`config.mk`:
```
export PLATFORM = sky130hd
export DESIGN_NAME = sram_port_arbiter_flat
export DESIGN_NICKNAME = d
export VERILOG_FILES = /design/src/rtl/sram_port_arbiter_pkg.sv /design/src/rtl/sram_port_arbiter_if.sv /design/src/rtl/sram_port_arbiter_rr_picker.sv /design/src/rtl/sram_port_arbiter.sv /design/src/flat_wrapper.sv
export SDC_FILE = /design/constraint.sdc
export NUM_CORES = 1
export LEC_CHECK = 0
export CELL_PAD_IN_SITES_DETAIL_PLACEMENT = 0
export CELL_PAD_IN_SITES_GLOBAL_PLACEMENT = 1
export CORE_MARGIN = 8
export CORE_UTILIZATION = 23
export CTS_BUF_LIST = sky130_fd_sc_hd__clkbuf_4 sky130_fd_sc_hd__clkbuf_8
export DETAILED_ROUTE_END_ITERATION = 10
export GPL_TIMING_DRIVEN = 0
export MAX_ROUTING_LAYER = met4
export PLACE_DENSITY_LB_ADDON = 0.1
export SETUP_SLACK_MARGIN = 0.15
export SLEW_MARGIN = 30
export SYNTH_ARGS = -nofsm -noshare
export SYNTH_HDL_FRONTEND = slang
export SYNTH_HIERARCHICAL = 1
export SYNTH_SLANG_ARGS = --single-unit
export TNS_END_PERCENT = 30
```
`constraint.sdc`:
```
create_clock -name clk -period 8.7 [get_ports clk]
set_clock_uncertainty 0.2 [all_clocks]
set_input_delay 1.74 -clock clk [delete_from_list [all_inputs] [get_ports clk]]
set_output_delay 1.74 -clock clk [all_outputs]
set_load 0.02 [all_outputs]
```
`src/rtl/sram_port_arbiter_pkg.sv`:
```
//------------------------------------------------------------------------------
// Module  : sram_arb_pkg
// Brief   : Shared types and constants for the SRAM port arbiter.
// Revision: 1.0 - initial release
//------------------------------------------------------------------------------
`default_nettype none

package sram_arb_pkg;

  localparam int SRAM_WORD_BITS = 14;
  localparam int SRAM_RANGE_HI  = 16;
  localparam int TAG_ID_BITS    = 3;

  typedef enum logic [0:0] {
    ARB    = 1'b0,
    LOCKED = 1'b1
  } state_e;

  typedef struct packed {
    logic                   valid;
    logic [TAG_ID_BITS-1:0] id;
    logic                   we;
    logic                   err;
  } resp_tag_t;

endpackage

`default_nettype wire

```
`src/rtl/sram_port_arbiter_if.sv`:
```
//------------------------------------------------------------------------------
// Module  : sram_port_arbiter_if
// Brief   : Requester, response and SRAM-side bundle of the SRAM port arbiter.
// Revision: 1.0 - initial release
//------------------------------------------------------------------------------
`default_nettype none

interface sram_port_arbiter_if #(
  parameter int NUM_REQ = 3
);

  logic [NUM_REQ-1:0]    req_valid;
  logic [NUM_REQ-1:0]    req_ready;
  logic [NUM_REQ-1:0]    req_we;
  logic [NUM_REQ*4-1:0]  req_wstrb;
  logic [NUM_REQ*32-1:0] req_addr;
  logic [NUM_REQ*32-1:0] req_wdata;
  logic [NUM_REQ-1:0]    req_lock;
  logic [NUM_REQ-1:0]    resp_valid;
  logic                  resp_err;
  logic [31:0]           resp_rdata;
  logic [3:0]            sram_WEB;
  logic [31:0]           sram_addr;
  logic [31:0]           sram_wdata;
  logic [31:0]           sram_rdata;

  // master = requesters plus the SRAM macro; slave = the arbiter
  modport master (
    output req_valid, req_we, req_wstrb, req_addr, req_wdata, req_lock, sram_rdata,
    input  req_ready, resp_valid, resp_err, resp_rdata, sram_WEB, sram_addr, sram_wdata
  );

  modport slave (
    input  req_valid, req_we, req_wstrb, req_addr, req_wdata, req_lock, sram_rdata,
    output req_ready, resp_valid, resp_err, resp_rdata, sram_WEB, sram_addr, sram_wdata
  );

endinterface

`default_nettype wire

```
`src/rtl/sram_port_arbiter_rr_picker.sv`:
```
//------------------------------------------------------------------------------
// Module  : rr_picker
// Brief   : Combinational round-robin pick: first set bit at or after ptr_i.
// Revision: 1.0 - initial release
//------------------------------------------------------------------------------
`default_nettype none

module rr_picker #(
  parameter int NUM_REQ = 3,
  parameter int IDW     = 2
) (
  input  logic [NUM_REQ-1:0] valid_i,
  input  logic [IDW-1:0]     ptr_i,
  output logic [NUM_REQ-1:0] grant_o,
  output logic [IDW-1:0]     idx_o,
  output logic               any_o
);

  logic [IDW:0] w_pos;

  // Scan from farthest to nearest so the nearest valid candidate wins.
  always_comb begin
    grant_o = '0;
    idx_o   = '0;
    any_o   = 1'b0;
    w_pos   = '0;
    for (int i = NUM_REQ - 1; i >= 0; i--) begin
      w_pos = {1'b0, ptr_i} + (IDW+1)'(i);
      if (w_pos >= (IDW+1)'(NUM_REQ)) begin
        w_pos = w_pos - (IDW+1)'(NUM_REQ);
      end
      if (valid_i[w_pos[IDW-1:0]]) begin
        idx_o = w_pos[IDW-1:0];
        any_o = 1'b1;
      end
    end
    if (any_o) begin
      grant_o[idx_o] = 1'b1;
    end
  end

endmodule

`default_nettype wire

```
`src/rtl/sram_port_arbiter.sv`:
```
//------------------------------------------------------------------------------
// Module  : sram_port_arbiter
// Brief   : Round-robin, burst-lockable arbiter sharing one single-port SRAM.
// Revision: 1.0 - initial release
//------------------------------------------------------------------------------
`default_nettype none

module sram_port_arbiter
  import sram_arb_pkg::*;
#(
  parameter int NUM_REQ   = 3,
  parameter int MAX_BURST = 16
) (
  input logic                clk,
  input logic                rst,
  sram_port_arbiter_if.slave bus
);

  localparam int IDW = (NUM_REQ > 1) ? $clog2(NUM_REQ) : 1;
  localparam int CW  = $clog2(MAX_BURST + 1);
  localparam logic [CW-1:0]  C_BURST_LAST = CW'(MAX_BURST - 1);
  localparam logic [IDW-1:0] C_LAST_ID    = IDW'(NUM_REQ - 1);

  state_e         state_q;
  logic [IDW-1:0] rr_ptr_q;
  logic [IDW-1:0] owner_q;
  logic [CW-1:0]  burst_cnt_q;
  resp_tag_t      tag_q;
  logic [31:0]    addr_q;
  logic [31:0]    wdata_q;

  logic [NUM_REQ-1:0] w_owner_oh;
  logic [NUM_REQ-1:0] w_elig;
  logic [NUM_REQ-1:0] w_grant;
  logic [IDW-1:0]     w_idx;
  logic               w_any;
  logic [31:0]        w_sel_addr;
  logic [31:0]        w_sel_wdata;
  logic [3:0]         w_sel_strb;
  logic               w_sel_we;
  logic               w_sel_lock;
  logic               w_in_range;
  logic [31:0]        w_word;
  logic               w_unused_lsb;

  assign w_owner_oh = NUM_REQ'(1) << owner_q;

  // A locked owner that drops valid releases the port in the same cycle.
  always_comb begin
    w_elig = bus.req_valid;
    if (state_q == LOCKED && bus.req_valid[owner_q]) begin
      w_elig = bus.req_valid & w_owner_oh;
    end
    if (rst) begin
      w_elig = '0;
    end
  end

  rr_picker #(
    .NUM_REQ (NUM_REQ),
    .IDW     (IDW)
  ) u_pick (
    .valid_i (w_elig),
    .ptr_i   (rr_ptr_q),
    .grant_o (w_grant),
    .idx_o   (w_idx),
    .any_o   (w_any)
  );

  assign w_sel_addr   = bus.req_addr[w_idx*32 +: 32];
  assign w_sel_wdata  = bus.req_wdata[w_idx*32 +: 32];
  assign w_sel_strb   = bus.req_wstrb[w_idx*4 +: 4];
  assign w_sel_we     = bus.req_we[w_idx];
  assign w_sel_lock   = bus.req_lock[w_idx];
  assign w_in_range   = (w_sel_addr[31:SRAM_RANGE_HI] == '0);
  assign w_word       = {{(32-SRAM_WORD_BITS){1'b0}}, w_sel_addr[SRAM_WORD_BITS+1:2]};
  assign w_unused_lsb = ^w_sel_addr[1:0];

  assign bus.req_ready  = w_grant;
  assign bus.sram_addr  = w_any ? w_word : addr_q;
  assign bus.sram_wdata = w_any ? w_sel_wdata : wdata_q;
  assign bus.sram_WEB   = (w_any && w_sel_we && w_in_range) ? ~w_sel_strb : 4'hF;

  assign bus.resp_valid = tag_q.valid ? (NUM_REQ'(1) << tag_q.id) : '0;
  assign bus.resp_err   = tag_q.valid & tag_q.err;
  assign bus.resp_rdata = (tag_q.valid && !tag_q.we && !tag_q.err) ? bus.sram_rdata : 32'h0;

  always_ff @(posedge clk or posedge rst) begin
    if (rst) begin
      state_q     <= ARB;
      rr_ptr_q    <= '0;
      owner_q     <= '0;
      burst_cnt_q <= '0;
      tag_q       <= '0;
      addr_q      <= '0;
      wdata_q     <= '0;
    end else begin
      tag_q <= '{valid: w_any,
                 id:    w_any ? TAG_ID_BITS'(w_idx) : '0,
                 we:    w_any & w_sel_we,
                 err:   w_any & ~w_in_range};
      if (w_any) begin
        addr_q   <= w_word;
        wdata_q  <= w_sel_wdata;
        rr_ptr_q <= (w_idx == C_LAST_ID) ? '0 : w_idx + 1'b1;
        if (state_q == LOCKED && w_idx == owner_q) begin
          if (w_sel_lock && burst_cnt_q < C_BURST_LAST) begin
            burst_cnt_q <= burst_cnt_q + 1'b1;
          end else begin
            state_q     <= ARB;
            burst_cnt_q <= '0;
          end
        end else if (w_sel_lock && MAX_BURST > 1) begin
          state_q     <= LOCKED;
          owner_q     <= w_idx;
          burst_cnt_q <= CW'(1);
        end else begin
          state_q     <= ARB;
          burst_cnt_q <= '0;
        end
      end else if (state_q == LOCKED) begin
        state_q     <= ARB;
        burst_cnt_q <= '0;
      end
    end
  end

endmodule

`default_nettype wire

```
`src/flat_wrapper.sv`:
```
// flat-port wrapper written by rule: the top's interface ports become plain ports
module sram_port_arbiter_flat import sram_arb_pkg::*;
#(
  parameter int NUM_REQ   = 3,
  parameter int MAX_BURST = 16
)
  (clk, rst, bus_req_valid, bus_req_we, bus_req_wstrb, bus_req_addr, bus_req_wdata, bus_req_lock, bus_sram_rdata, bus_req_ready, bus_resp_valid, bus_resp_err, bus_resp_rdata, bus_sram_WEB, bus_sram_addr, bus_sram_wdata);
  sram_port_arbiter_if #(.NUM_REQ(NUM_REQ)) bus_i ();
  input logic clk;
  input logic rst;
  input wire logic [$bits(bus_i.req_valid)-1:0] bus_req_valid;
  input wire logic [$bits(bus_i.req_we)-1:0] bus_req_we;
  input wire logic [$bits(bus_i.req_wstrb)-1:0] bus_req_wstrb;
  input wire logic [$bits(bus_i.req_addr)-1:0] bus_req_addr;
  input wire logic [$bits(bus_i.req_wdata)-1:0] bus_req_wdata;
  input wire logic [$bits(bus_i.req_lock)-1:0] bus_req_lock;
  input wire logic [$bits(bus_i.sram_rdata)-1:0] bus_sram_rdata;
  output wire logic [$bits(bus_i.req_ready)-1:0] bus_req_ready;
  output wire logic [$bits(bus_i.resp_valid)-1:0] bus_resp_valid;
  output wire logic [$bits(bus_i.resp_err)-1:0] bus_resp_err;
  output wire logic [$bits(bus_i.resp_rdata)-1:0] bus_resp_rdata;
  output wire logic [$bits(bus_i.sram_WEB)-1:0] bus_sram_WEB;
  output wire logic [$bits(bus_i.sram_addr)-1:0] bus_sram_addr;
  output wire logic [$bits(bus_i.sram_wdata)-1:0] bus_sram_wdata;
  assign bus_i.req_valid = bus_req_valid;
  assign bus_i.req_we = bus_req_we;
  assign bus_i.req_wstrb = bus_req_wstrb;
  assign bus_i.req_addr = bus_req_addr;
  assign bus_i.req_wdata = bus_req_wdata;
  assign bus_i.req_lock = bus_req_lock;
  assign bus_i.sram_rdata = bus_sram_rdata;
  assign bus_req_ready = bus_i.req_ready;
  assign bus_resp_valid = bus_i.resp_valid;
  assign bus_resp_err = bus_i.resp_err;
  assign bus_resp_rdata = bus_i.resp_rdata;
  assign bus_sram_WEB = bus_i.sram_WEB;
  assign bus_sram_addr = bus_i.sram_addr;
  assign bus_sram_wdata = bus_i.sram_wdata;
  sram_port_arbiter #(.NUM_REQ(NUM_REQ), .MAX_BURST(MAX_BURST)) u_core (.clk(clk), .rst(rst), .bus(bus_i));
endmodule
```
; After elaboration in Yosys (flattened, before gate mapping)
; Index checks and enable logic that the tools add are counted.
[classes]
add_sub_neg = 7
multipliers = 0
div = 0
order_cmp = 10
eq_ne = 3
n_shift = 5
mux = 42
n_bitwise = 7
reduce_logical = 13
[ops]
columns = operator, count
row1 = indexed part select 96 x 8 -> 32 bit, 2
row2 = two-way mux 32 bit, 3
row3 = two-way mux 5 bit, 4
row4 = logical NOT 16 bit, 1
row5 = two-way mux 2 bit, 8
row6 = "less-than comparator 2 x 3 -> 1 bit, second input constant", 5
row7 = two-way mux 1 bit, 15
row8 = binary-select mux 1 bit (select 2 bit), 6
row9 = two-way mux 3 bit, 4
row10 = indexed part select 12 x 5 -> 4 bit, 1
row11 = logical AND 1 bit, 8
row12 = "greater-or-equal comparator 3 x 2 -> 1 bit, second input constant", 2
row13 = "subtractor 2 bit, second input constant", 3
row14 = "adder 5 x 1 -> 5 bit, second input constant", 1
row15 = "less-than comparator 5 x 4 -> 1 bit, second input constant", 1
row16 = two-way mux 4 bit, 1
row17 = inverter 4 bit, 1
row18 = "adder 2 x 1 -> 3 bit, second input constant", 1
row19 = "adder 2 x 2 -> 3 bit, second input constant", 1
row20 = AND 1 bit, 3
row21 = AND 3 bit, 1
row22 = "!= test 3 bit, second input constant", 1
row23 = AND reduction 3 bit, 1
row24 = "left shift 1 x 2 -> 3 bit, first input constant", 1
row25 = other kinds (10), 12
[word_totals]
register_bits = 80
latchBits = 0
mem_bits_rw = 0
romBits = 0
in_bits = 247
out_inout_bits = 107
wordCells = 97
n_memories = 0

; Depth between registers and ports, before layout
; Gate-level depths: netlist (run 1).
[logic_depth]
word_depth = 16
depth_mapped = 14
ltp_nobuf = 11

; By module
; Netlist (run 1), hierarchy kept.
[by_module_without_submodules]
columns = module, instances, cells_each, area_per_inst_um2, seq_area_each_um2
row1 = sram_port_arbiter, 1, 469, 4289.1, 1976.9
row2 = rr_picker, 1, 25, 182.7, 0.0

; Worst setup path after synthesis (run 1)
; Ideal clock, no wire load.
[synth_path]
path_kind = input port to output port
startpoint = input rst
endpoint = output bus_sram_wdata[12]
arrival_ps = 5501
required_ps = 6760
slack_ps = 1259
stages = 10
path_buffers = 2
path_cell_list = inv_1 > and3_1 > inv_1 > maj3_2 > o211a_1 > nor2b_1 > buf_2 > buf_2 > a221oi_1 > o21ai_0
[synth_via]
elab_chain_cells = 8
[synth_lines]
columns = element, line_no
row1 = "start, declared", flat_wrapper.sv:10  ; input logic rst;
row2 = two-way mux 3 bit (*), sram_port_arbiter.sv:54  ; if (rst) begin
row3 = net u_core.w_elig[0], sram_port_arbiter.sv:33  ; logic [NUM_REQ-1:0] w_elig;
row4 = binary-select mux 1 bit (select 2 bit), sram_port_arbiter_rr_picker.sv:32  ; if (valid_i[w_pos[IDW-1:0]]) begin
row5 = two-way mux 1 bit (implied by the code), sram_port_arbiter_rr_picker.sv:32
row6 = two-way mux 2 bit (2 in series), sram_port_arbiter_rr_picker.sv:32
row7 = two-way mux 2 bit (*), sram_port_arbiter_rr_picker.sv:32
row8 = net u_core.w_idx[0], sram_port_arbiter.sv:35  ; logic [IDW-1:0] w_idx;
row9 = indexed part select 96 x 8 -> 32 bit (*), sram_port_arbiter.sv:71  ; assign w_sel_wdata = bus.req_wdata[w_idx*32 +: 32];
row10 = two-way mux 32 bit (*), sram_port_arbiter.sv:81  ; assign bus.sram_wdata = w_any ? w_sel_wdata : wdata_q;
row11 = "end, declared", flat_wrapper.sv:24  ; output wire logic [$bits(bus_i.sram_wdata)-1:0] bus_sram_wdata;
; The timed path passes the listed nets; every way through them passes the cells marked *. The select of a mux whose other input is x is not followed.

; Worst setup path after layout (run 1)
[layout_path]
startpoint = input rst
endpoint = output bus_sram_wdata[8]
; The elaborated chain is that of the path after synthesis.

==> impl_summary.txt, run 1 <==
----------------------------------------------------
[Setup path]
  Worst flop-to-flop path startpoint ... u_core/owner_q[1]$_DFFE_PP0P_
  Arrival time reported for the critical path endpoint ... 5.78 ns
  CP required ... 6.76 ns
  Internal reg-to-reg setup slack ... between 5 and 6 ns
  Kind of critical path ... in2out
  Launching element of the worst setup path ... rst
  Depth of the worst register-to-register path ... 13
  Nature of the critical path endpoint ... primary output
  Crit-path max FO ... 43
  Launching element type of the critical path ... input port
  End point of the critical path ... bus_sram_wdata[8]
  Endpoint of the worst-slack reg-to-reg timing path ... u_core/wdata_q[8]$_DFF_PP0_

[Clock tree]
  Number of sinks on the clock net ... slightly below 80
  Clock network latency to the later pin of the worst-skew pair ... 0.36 ns
  Total clock buffers created by CTS ... 9
  CTS max path bufs ... 2
  Cts hold-fix bufs ... 0
  Clk slew on worst S/H paths ... 0.10 ns
  Number of levels in the clock H-tree ... 3
  CTS Root Cell ... clkbuf_8
  Clock tree from TritonCTS ... built
  Buffer count from post-CTS setup fixing ... 0
  Count of instances resized after the clock tree is built ... 0

[Layout]
  Cell area after layout ... 8520 um^2
  Core Util, Final ... 0.442
  Commonest non-fill, non-tap cells in the layout ... 347 x clkdlybuf4s50_1, 83 x nor2_1, 79 x dfrtp_1
  Number of nets in the final layout ... 1,103
  Most common cell after layout, fill and taps aside ... clkdlybuf4s50_1
  Fill cell total of the finished layout ... 1,891
  Layout cells sized above 1 ... 0.0548
  Synth-to-layout area growth ... 90.4%
  Number of antenna cells inserted ... 0

[Logic synthesis]
  Mean cell area of the mapped netlist ... 9.05 um^2
  Leading cell types by total area after synthesis ... dfrtp_1 44%, mux2i_1 7.4%, nor2_1 7.0%
  Count of mapped cells out of synthesis ... 494
  Post-synthesis net count ... about 740
  Count of unique library cells instantiated by Yosys ... 55
  Biggest area consumer among synthesized cells ... dfrtp_1
  Mapped Area ... 4470 um^2
  Yosys warning total ... 6
  Count of flip-flops with a built-in enable after synthesis ... 0
  Register bit count reported by yosys ... around 80
  Proportion of netlist area held by the largest area contributor ... 0.442
  Primary FF master, synth ... dfrtp_1
  Proportion of synthesized chip area in sequential cells ... 0.442
  Async set-reset flop share out of synthesis ... 1.00

[Route]
  Final wirelength ... 21,700 um
  Number of nets still failing antenna checks after routing ... 0
  Vias post-DR ... 5,055
  Post-DR vias/cell ... around 4.5
  Count of unresolved DRC violations after routing ... 0
  Detail-routed net length per standard cell ... 19.4 um
  DRC marker count from the first detailed-route iteration ... 150
  DRT Pass-1 Iters ... 4

[Placement]
  Count of buffers from port buffering ... about 350
  Worst slack at placement ... slightly above 0.9 ns
  Placement-stage cell area ... 8300 um^2
  Half-perimeter wire length after placement ... 18,100 um
  Gp weighted congestion ... 0.996

[Timing]
  Worst hold-check slack ... 0.323 ns
  Hold Fails Final Rpt ... 0
  Rel. slew slack ... 0.570
  Peak Freq ... roughly 130 MHz
  Final critical-path setup slack ... 0.978 ns
  Number of setup violations in the final report ... 0
  Worst Max-Slew Pin Slew ... 0.643 ns
  Final period util ... 0.888
  Setup repair after global routing missed its margin ... false
  Total count of max-transition violations in the final report ... 0
  Tmin final ... 7.72 ns

[Pwr]
  Relative contribution of the clock network to total power ... 0.119
  Psw ... 1.12 mW
  Logic pwr share ... 0.661
  Worst-case vdd ir drop ... 130 uV
  Switching share of power ... 0.453
  Leak Pwr ... about 3.4 nW
  Total power draw ... 2.47 mW
  Cell internal pwr ... about 1.3 mW
  Power per cell area ... 290 nW/um^2
  Fraction of power consumed by sequential logic ... 0.220

[Global routing]
  Number of antenna violations at the first check in global routing ... 0
  Grt total ovfl ... 0
  Maximum number of pins on one net before global-route repair ... between 40 and 50
  Via count of the first global-routing pass ... 5,521
  Wire length of the first global-routing pass ... ~32,000 um
  Overall track demand over capacity in global routing ... 0.177

[Die]
  Effective utilization at floorplan ... 0.232
  Number of placement rows ... 51
  Placeable core region ... 19,300 um^2
  Area of the die ... 24,200 um^2
  Number of top-level pins ... 354
  Die Width ... 155 um
  Vertical die dimension ... 155 um

[Min path]
  Path class of the lowest-slack min-delay path ... reg2reg

[Job]
  Total of max-cap violations ... 0

[Status]
  Run status ... complete, no violations

----------------------------------------------------
stage by stage:
step	TNS (ns)	cells
final	0	1123
after detailed placement	0	1107
after floorplan	0	494
after CTS	0	1123
after global routing	0	1123
after global placement	-43.85	1106
final cells by class:
class / instances / area, um^2 / share of cell area
well taps: 265 / 332 / 0.0389
multi-input cells: 371 / 2270 / 0.267
clock buffers: 9 / 124 / 0.0145
clock inverters: 7 / 90.1 / 0.0106
repair buffers: 348 / 3490 / 0.410
plain buffers: 36 / 191 / 0.0225
flip-flops and latches: 79 / 1980 / 0.232
inverters: 8 / 35.0 / 0.00411
cell usage after synthesis, types with 2 or more instances:
| master | instances |
|---|---|
| and2_1 | 34 |
| o221ai_1 | 2 |
| nand3_1 | 5 |
| dfrtp_1 | 79 |
| a22o_1 | 2 |
| mux2i_1 | 33 |
| and3b_1 | 2 |
| nor2b_1 | 20 |
| o21ai_1 | 3 |
| o21ai_0 | 21 |
| nand2b_1 | 4 |
| clkbuf_1 | 12 |
| nor2_1 | 83 |
| xnor2_1 | 2 |
| nor2_2 | 2 |
| mux2_4 | 2 |
| o32ai_1 | 2 |
| inv_1 | 8 |
| ha_1 | 3 |
| and3_1 | 5 |
| o211a_1 | 3 |
| a21oi_1 | 58 |
| buf_6 | 5 |
| nor3_1 | 2 |
| nand2_1 | 24 |
| a41oi_1 | 3 |
| a21o_1 | 3 |
| nor3b_1 | 2 |
| a221oi_1 | 18 |
| buf_1 | 6 |
| buf_2 | 10 |
| clkbuf_2 | 2 |
| nor4_1 | 12 |
cell families after synthesis:
family,Yosys count,share of synthesized area
xor gates and xnor gates,2,0.00392
adders and majority gates,4,0.0109
AOI/OAI and AO/OA,126,0.180
DFF,79,0.442
buffers and inverters,44,0.0495
muxes,37,0.0856
and+or+nand+nor,202,0.227
how the worst min path moves through the flow:
| stage | start | to | slack (ns) | cells past startpoint |
|---|---|---|---|---|
| floorplan | u_core/burst_cnt_q[3]$_DFFE_PP0P_ | u_core/burst_cnt_q[3]$_DFFE_PP0P_ | 0.27 | 1 |
| global placement | u_core/burst_cnt_q[3]$_DFFE_PP0P_ | u_core/burst_cnt_q[3]$_DFFE_PP0P_ | 0.29 | 1 |
| detailed placement | u_core/addr_q[21]$_DFF_PP0_ | u_core/addr_q[21]$_DFF_PP0_ | 0.31 | 1 |
| CTS | u_core/addr_q[17]$_DFF_PP0_ | u_core/addr_q[17]$_DFF_PP0_ | 0.33 | 1 |
| global route | u_core/addr_q[17]$_DFF_PP0_ | u_core/addr_q[17]$_DFF_PP0_ | 0.35 | 1 |
| finish | u_core/addr_q[22]$_DFF_PP0_ | u_core/addr_q[22]$_DFF_PP0_ | 0.32 | 1 |
worst max-delay path, stage by stage:
cell and delay [ns]:
clkdlybuf4s50_1 0.47, inv_6 0.34, buf_12 0.29, and3_1 0.26, inv_1 0.10, maj3_2 0.33
o211a_1 0.27, buf_2 0.23, or2_1 0.35, nor2_4 0.30, buf_6 0.20, nand2_1 0.06
o21ai_0 0.12, clkdlybuf4s50_1 0.68
power groups by stage:
stage | Sequential [mW] | Combinational (mW) | Clock, mW
3_3_place_gp | 0.546 | 1.64 | 0
4_1_cts | 0.542 | 1.66 | 0.308
2_1_floorplan | 0.539 | 0.871 | 0
5_1_grt | 0.558 | 1.76 | 0.323
3_5_place_dp | 0.550 | 1.65 | 0
6_report | 0.542 | 1.63 | 0.294
layer usage:
metal / GRT usage / part of all wire / up-vias
met2: 0.315 / 0.51 / 239
li1: - / - / 2456
met1: 0.185 / 0.39 / 2340
met5: - / 0 / -
met4: 0.0550 / 0.021 / 0
met3: 0.0563 / 0.080 / 20
sequential cells by signal, indices dropped and copies added (netlist names):
signal,cells
u_core/addr_q,32
u_core/burst_cnt_q,5
u_core/owner_q,2
u_core/rr_ptr_q,2
u_core/state_q,1
u_core/tag_q,5
u_core/wdata_q,32
(Power assumes the default switching activity.)
==> inputs of run 2 (changes only) <==
Settings changed: SLEW_MARGIN 30 to default.
==> run 2 against run 1 <==
Worst setup slack better by 0.070 ns. Sequential share of layout area is 0.051 points higher. Non-clock buffer count did not move. Global-route usage decreased by 0.23 points. Clock power decreased by 8.5%. Critical path depth did not move. Worst hold slack got worse by 0.0013 ns. Via count up 0.14%. Register-to-register slack worse by 0.02 ns. First-iteration DRC count increased by 43%. Sequential power is essentially flat. Routed wire length down 0.66%. Largest cell class unchanged.
==> impl_summary.txt, run 2 (synthesized netlist as in run 1, its figures left out) <==
----------------------------------------------------
[Route]
  DRC marker count from the first detailed-route iteration ... approximately 210
  Number of nets still failing antenna checks after routing ... 0
  DRT Pass-1 Iters ... 4
  Detail-routed net length per standard cell ... 19.2 um
  Post-DR vias/cell ... 4.51
  Final wirelength ... 21,600 um
  Vias post-DR ... 5,062
  Count of unresolved DRC violations after routing ... 0

[Timing]
  Peak Freq ... 131 MHz
  Hold Fails Final Rpt ... 0
  Worst hold-check slack ... 0.322 ns
  Rel. slew slack ... 0.600
  Setup repair after global routing missed its margin ... false
  Total count of max-transition violations in the final report ... 0
  Worst Max-Slew Pin Slew ... between 0.5 and 0.6 ns
  Tmin final ... 7.65 ns
  Post-Route Setup TNS ... 0 ns
  Final period util ... 0.880
  Number of setup violations in the final report ... 0
  Final critical-path setup slack ... 1.05 ns

[Pwr]
  Leak Pwr ... about 3.4 nW
  Worst-case vdd ir drop ... 150 uV
  Logic pwr share ... 0.668
  Cell internal pwr ... between 1 and 1.5 mW
  Total power draw ... ~2.4 mW
  Fraction of power consumed by sequential logic ... 0.222
  Relative contribution of the clock network to total power ... 0.110
  Switching share of power ... 0.460
  Power per cell area ... between 200 and 300 nW/um^2
  Psw ... ~1.1 mW

[Setup path]
  Launching element of the worst setup path ... rst
  CP required ... approximately 6.8 ns
  Kind of critical path ... in2out
  Endpoint of the worst-slack reg-to-reg timing path ... u_core/wdata_q[8]$_DFF_PP0_
  Worst flop-to-flop path startpoint ... u_core/owner_q[1]$_DFFE_PP0P_
  Internal reg-to-reg setup slack ... between 5 and 6 ns
  End point of the critical path ... bus_sram_wdata[23]
  Launching element type of the critical path ... input port
  Crit-path max FO ... 70
  Arrival time reported for the critical path endpoint ... ~5.7 ns
  Depth of the worst register-to-register path ... 13
  Nature of the critical path endpoint ... primary output

[Global routing]
  Grt total ovfl ... 0
  Overall track demand over capacity in global routing ... 0.175
  Maximum number of pins on one net before global-route repair ... 71
  Via count of the first global-routing pass ... 5,413
  Wire length of the first global-routing pass ... 31,400 um
  Number of antenna violations at the first check in global routing ... 0

[Clock tree]
  Buffer count from post-CTS setup fixing ... 0
  Clk slew on worst S/H paths ... 0.10 ns
  Clock network latency to the later pin of the worst-skew pair ... about 0.37 ns
  Number of sinks on the clock net ... slightly below 80
  Total clock buffers created by CTS ... 9
  CTS max path bufs ... 2
  Clock tree from TritonCTS ... built
  Count of instances resized after the clock tree is built ... 0
  Cts hold-fix bufs ... 0
  Number of levels in the clock H-tree ... 3
  CTS Root Cell ... clkbuf_8

[Die]
  Placeable core region ... ~19,000 um^2
  Die Width ... 155 um
  Effective utilization at floorplan ... 0.232
  Number of top-level pins ... between 300 and 400
  Vertical die dimension ... 155 um
  Area of the die ... 24,200 um^2
  Number of placement rows ... just over 50

[Placement]
  Placement-stage cell area ... 8310 um^2
  Cells after DPL ... 1,107
  Worst slack at placement ... between 1 and 1.5 ns
  Gp weighted congestion ... approximately 1
  Half-perimeter wire length after placement ... 18,000 um
  Count of buffers from port buffering ... 347

[Layout]
  Number of nets in the final layout ... 1,103
  Commonest non-fill, non-tap cells in the layout ... 347 x clkdlybuf4s50_1, 83 x nor2_1, 79 x dfrtp_1
  Fill cell total of the finished layout ... about 1.9k
  Non-filler cells in the finished layout ... roughly 1.1k
  Number of antenna cells inserted ... 0
  Core Util, Final ... 0.441
  Layout cells sized above 1 ... 0.0548
  Cell area after layout ... 8500 um^2
  Synth-to-layout area growth ... 90.0%
  Footprint of the multi-input gates ... 2270 um^2
  Most common cell after layout, fill and taps aside ... clkdlybuf4s50_1
  Storage element area ... 1980 um^2
  Largest registers ranked by flip-flop count ... u_core/addr_q x32, u_core/wdata_q x32

[Job]
  Total of max-cap violations ... 0

[Status]
  Run status ... complete, no violations

[Min path]
  Path class of the lowest-slack min-delay path ... reg2reg

----------------------------------------------------
[run 2: changes by cell type in the layout (fill, tap and decap cells not counted)]
cell,before,now
bufinv_16,1,0
clkinv_4,2,1
inv_6,4,3
clkinvlp_4,0,2
inv_4,0,1
buf_16,0,1
buf_12,1,0
[run 2: worst min path at each step]
stage          depth (start not counted)                           endpoint  slack [ns]                              start
2_1_floorplan                          1  u_core/burst_cnt_q[3]$_DFFE_PP0P_        0.27  u_core/burst_cnt_q[3]$_DFFE_PP0P_
3_3_place_gp                           1  u_core/burst_cnt_q[3]$_DFFE_PP0P_        0.29  u_core/burst_cnt_q[3]$_DFFE_PP0P_
3_5_place_dp                           1        u_core/addr_q[21]$_DFF_PP0_        0.31        u_core/addr_q[21]$_DFF_PP0_
4_1_cts                                1        u_core/addr_q[17]$_DFF_PP0_        0.33        u_core/addr_q[17]$_DFF_PP0_
5_1_grt                                1        u_core/addr_q[17]$_DFF_PP0_        0.34        u_core/addr_q[17]$_DFF_PP0_
6_report                               1        u_core/addr_q[17]$_DFF_PP0_        0.32        u_core/addr_q[17]$_DFF_PP0_
[run 2: power groups by stage]
| stage | clock network, mW | registers [mW] | logic [mW] |
|---|---|---|---|
| after detailed placement | 0 | 0.550 | 1.65 |
| after global placement | 0 | 0.546 | 1.64 |
| after CTS | 0.281 | 0.542 | 1.66 |
| after global routing | 0.296 | 0.556 | 1.76 |
| final | 0.269 | 0.543 | 1.63 |
| after floorplan | 0 | 0.539 | 0.871 |
[run 2: final cells by class]
type,instances,share of cell area
Buffer,36,0.0225
Clock buffer,9,0.0146
Clock inverter,7,0.00780
Inverter,8,0.00383
Multi-Input combinational cell,371,0.268
Sequential cell,79,0.233
Tap cell,265,0.0390
Timing Repair Buffer,348,0.412
[run 2: routing by layer]
layer / share of wire / global-route usage
met1: 0.39 / 0.185
met2: 0.50 / 0.301
met5: 0 / -
met3: 0.081 / 0.0533
met4: 0.032 / 0.0726
[run 2: critical path: stages]
cell and delay [ns]:
clkdlybuf4s50_1 0.44, inv_4 0.19, buf_16 0.33, and3_1 0.29, inv_1 0.10, maj3_2 0.32, o211a_1 0.27, buf_2 0.23
or2_1 0.37, nor2_4 0.28, buf_6 0.20, nand2_1 0.06, o21ai_0 0.11, clkdlybuf4s50_1 0.70
==> variant: new RTL, config.mk and constraints of run 1 <==
Change the package constant `SRAM_RANGE_HI` from 16 to 8.
--- a/src/rtl/sram_port_arbiter_pkg.sv
+++ b/src/rtl/sram_port_arbiter_pkg.sv
@@ -8,7 +8,7 @@
 package sram_arb_pkg;
 
   localparam int SRAM_WORD_BITS = 14;
-  localparam int SRAM_RANGE_HI  = 16;
+  localparam int SRAM_RANGE_HI  = 8;
   localparam int TAG_ID_BITS    = 3;
 
   typedef enum logic [0:0] {
Function: changed (Yosys sat finds a counterexample within 4 cycles, from zero or initial values and one cycle with rst high).
==> variant against run 1 <==
Setup slack got worse by 0.31 ns; cell count increased by 0.89%; routed wire length increased by 1.4%; sequential cell count unchanged; total power decreased by 5.9%; critical endpoint is now bus_sram_wdata[29]; critical path type unchanged; synthesized area increased by 2.9%; cell area increased by 1.2%.
==> variant: results (changes against run 1) <==
Power and ir drop
  – P_leak: 3.416 nW (was 3.418 nW)

Place
  – Post-DP Area: 8437 sq um (was 8302 sq um)
  – Setup WS pre-CTS: 0.7043 ns (was 0.9244 ns)
  – Placer Congestion: 0.9429 (was 0.9956)
  – Dpl hpwl: 18390 microns (was 18130 microns)

Global route
  – Total Routing Usage GR: 0.1742 (was 0.1775)
  – Largest net degree at the start of global routing: 57 (was 44)
  – Number of global-route vias before repair: 5581 (was 5521)
  – Global-route wire length before repair: 31870 microns (was 32000 microns)

Synth
  – Synthesized Nets: 755 (was 744)
  – Synth top cells by count: nor2_1 (91), a21oi_1 (87), dfrtp_1 (79) (was nor2_1 (83), dfrtp_1 (79), a21oi_1 (58))
  – XOR/XNOR Fraction of Synth Area: 0.003808 (was 0.003917)
  – Adder-Cell Fraction of Synth Area: 0.01061 (was 0.01091)
  – Seq/Total Area, Yosys: 0.4298 (was 0.4421)
  – Top cells by area, synth: dfrtp_1 (43%), mux2i_1 (12%), a21oi_1 (9.5%), nor2_1 (7.4%), and2_1 (4.9%) (was dfrtp_1 (44%), mux2i_1 (7.4%), nor2_1 (7.0%), a21oi_1 (6.5%), and2_1 (4.8%))
  – Yosys cell types: 53 (was 55)
  – Synth Area in Compound Gates: 0.1708 (was 0.1805)

STA
  – Fin Hold WS: 0.3231 ns (was 0.3233 ns)
  – Max-Slew Margin vs Limit: 0.4642 (was 0.5702)

Drt
  – Initial DRC count: 162 (was 150)
  – Total number of vias: 5130 (was 5055)
  – Wirelength per Cell: 19.45 microns (was 19.35 microns)
  – DR pass1 iterations: 5 (was 4)

Clock tree
  – Worst-path clk slew: 0.07 ns (was 0.10 ns)

Layout
  – Final nets: 1114 (was 1103)
  – Layout cells sized above 1: 0.05300 (was 0.05478)

Setup path
  – Reg-to-reg slack, setup: 4.53 ns (was 5.24 ns)
  – Max Fanout on Critical Path: 10 (was 43)
  – Reg2Reg Depth: 14 (was 13)
  – CP arrival: 6.09 ns (was 5.78 ns)
  – R2R Path End: u_core/wdata_q[30]$_DFF_PP0_ (was u_core/wdata_q[8]$_DFF_PP0_)

Hold path
  – Hold Startpoint: u_core/addr_q[19]$_DFF_PP0_ (was u_core/addr_q[22]$_DFF_PP0_)
  – Worst Hold End: u_core/addr_q[19]$_DFF_PP0_ (was u_core/addr_q[22]$_DFF_PP0_)

Outcome
  – Run status: completed (unchanged)
variant: changes by cell type after synthesis, sizes merged, moves of 4 or more:
cell and change:
clkbuf +11, a221oi -18, a21oi +29, nand2 -10, nor2 +6, o21ai -15, buf -11, nand3 -4
nand4 +5, a2bb2oi +8, mux2i +20, and3 -5
variant: worst max-delay path by stage:
| stage | startpoint | endpoint | slack, ns | cells after the start |
|---|---|---|---|---|
| global placement | rst | bus_sram_wdata[29] | -1.00 | 11 |
| finish | bus_req_valid[2] | bus_sram_wdata[29] | 0.67 | 16 |
| global route | bus_req_valid[2] | bus_sram_wdata[29] | 0.44 | 16 |
| CTS | bus_req_valid[2] | bus_sram_wdata[29] | 0.69 | 16 |
| floorplan | rst | bus_sram_WEB[0] | 1.14 | 12 |
| detailed placement | bus_req_valid[2] | bus_sram_wdata[29] | 0.70 | 16 |
variant: cell type report:
cell class,instances,area (sq um)
clock buffers,12,158.9
plain buffers,36,170.2
clock inverters,3,18.77
multi-input cells,383,2426
fillers,1950,10910
inverters,7,31.28
repair buffers,348,3501
flip-flops and latches,79,1977
well taps,265,331.6
variant: layer usage:
layer  vias to the layer above  track usage  wire (microns)
met2                       239       0.3021           10870
li1                       2477            -               -
met4                         0      0.04578             325
met3                        21      0.06032            2082
met5                         -            -               0
met1                      2393       0.1871            8762
variant: worst register-to-register path: stages (launching register included):
cell	delay, ns
dfrtp_1	0.47
mux2i_1	0.26
o21ai_1	0.08
nand2_1	0.09
a21oi_1	0.04
nor3b_1	0.66
nand2b_1	0.17
o32ai_1	0.43
buf_6	0.19
buf_2	0.36
buf_2	0.41
mux2i_1	0.27
nor2_1	0.06
a21oi_1	0.21
a21oi_1	0.12
variant: where the power goes:
part | switching [W] | total, W | internal (W) | leakage, nW
clock | 0.000131 | 0.000251 | 0.000121 | 0.0956
sequential | 0.0000489 | 0.000545 | 0.000496 | 0.962
combinational | 0.000857 | 0.00153 | 0.000669 | 2.36
variant: through the flow:
step,total power [W],instances,utilization
finish,0.002322,1133,0.4412
CTS,0.002356,1133,0.4412
global placement,0.002074,1117,0.4304
global route,0.002480,1133,0.4412
floorplan,0.001352,505,-
detailed placement,0.002093,1118,0.4321
variant: logic make-up after synthesis:
group | count (synthesis)
mux | 57
buf+inv | 43
compound gates | 125
xor+xnor | 2
fa+ha+maj | 4
simple gates | 195
flops | 79
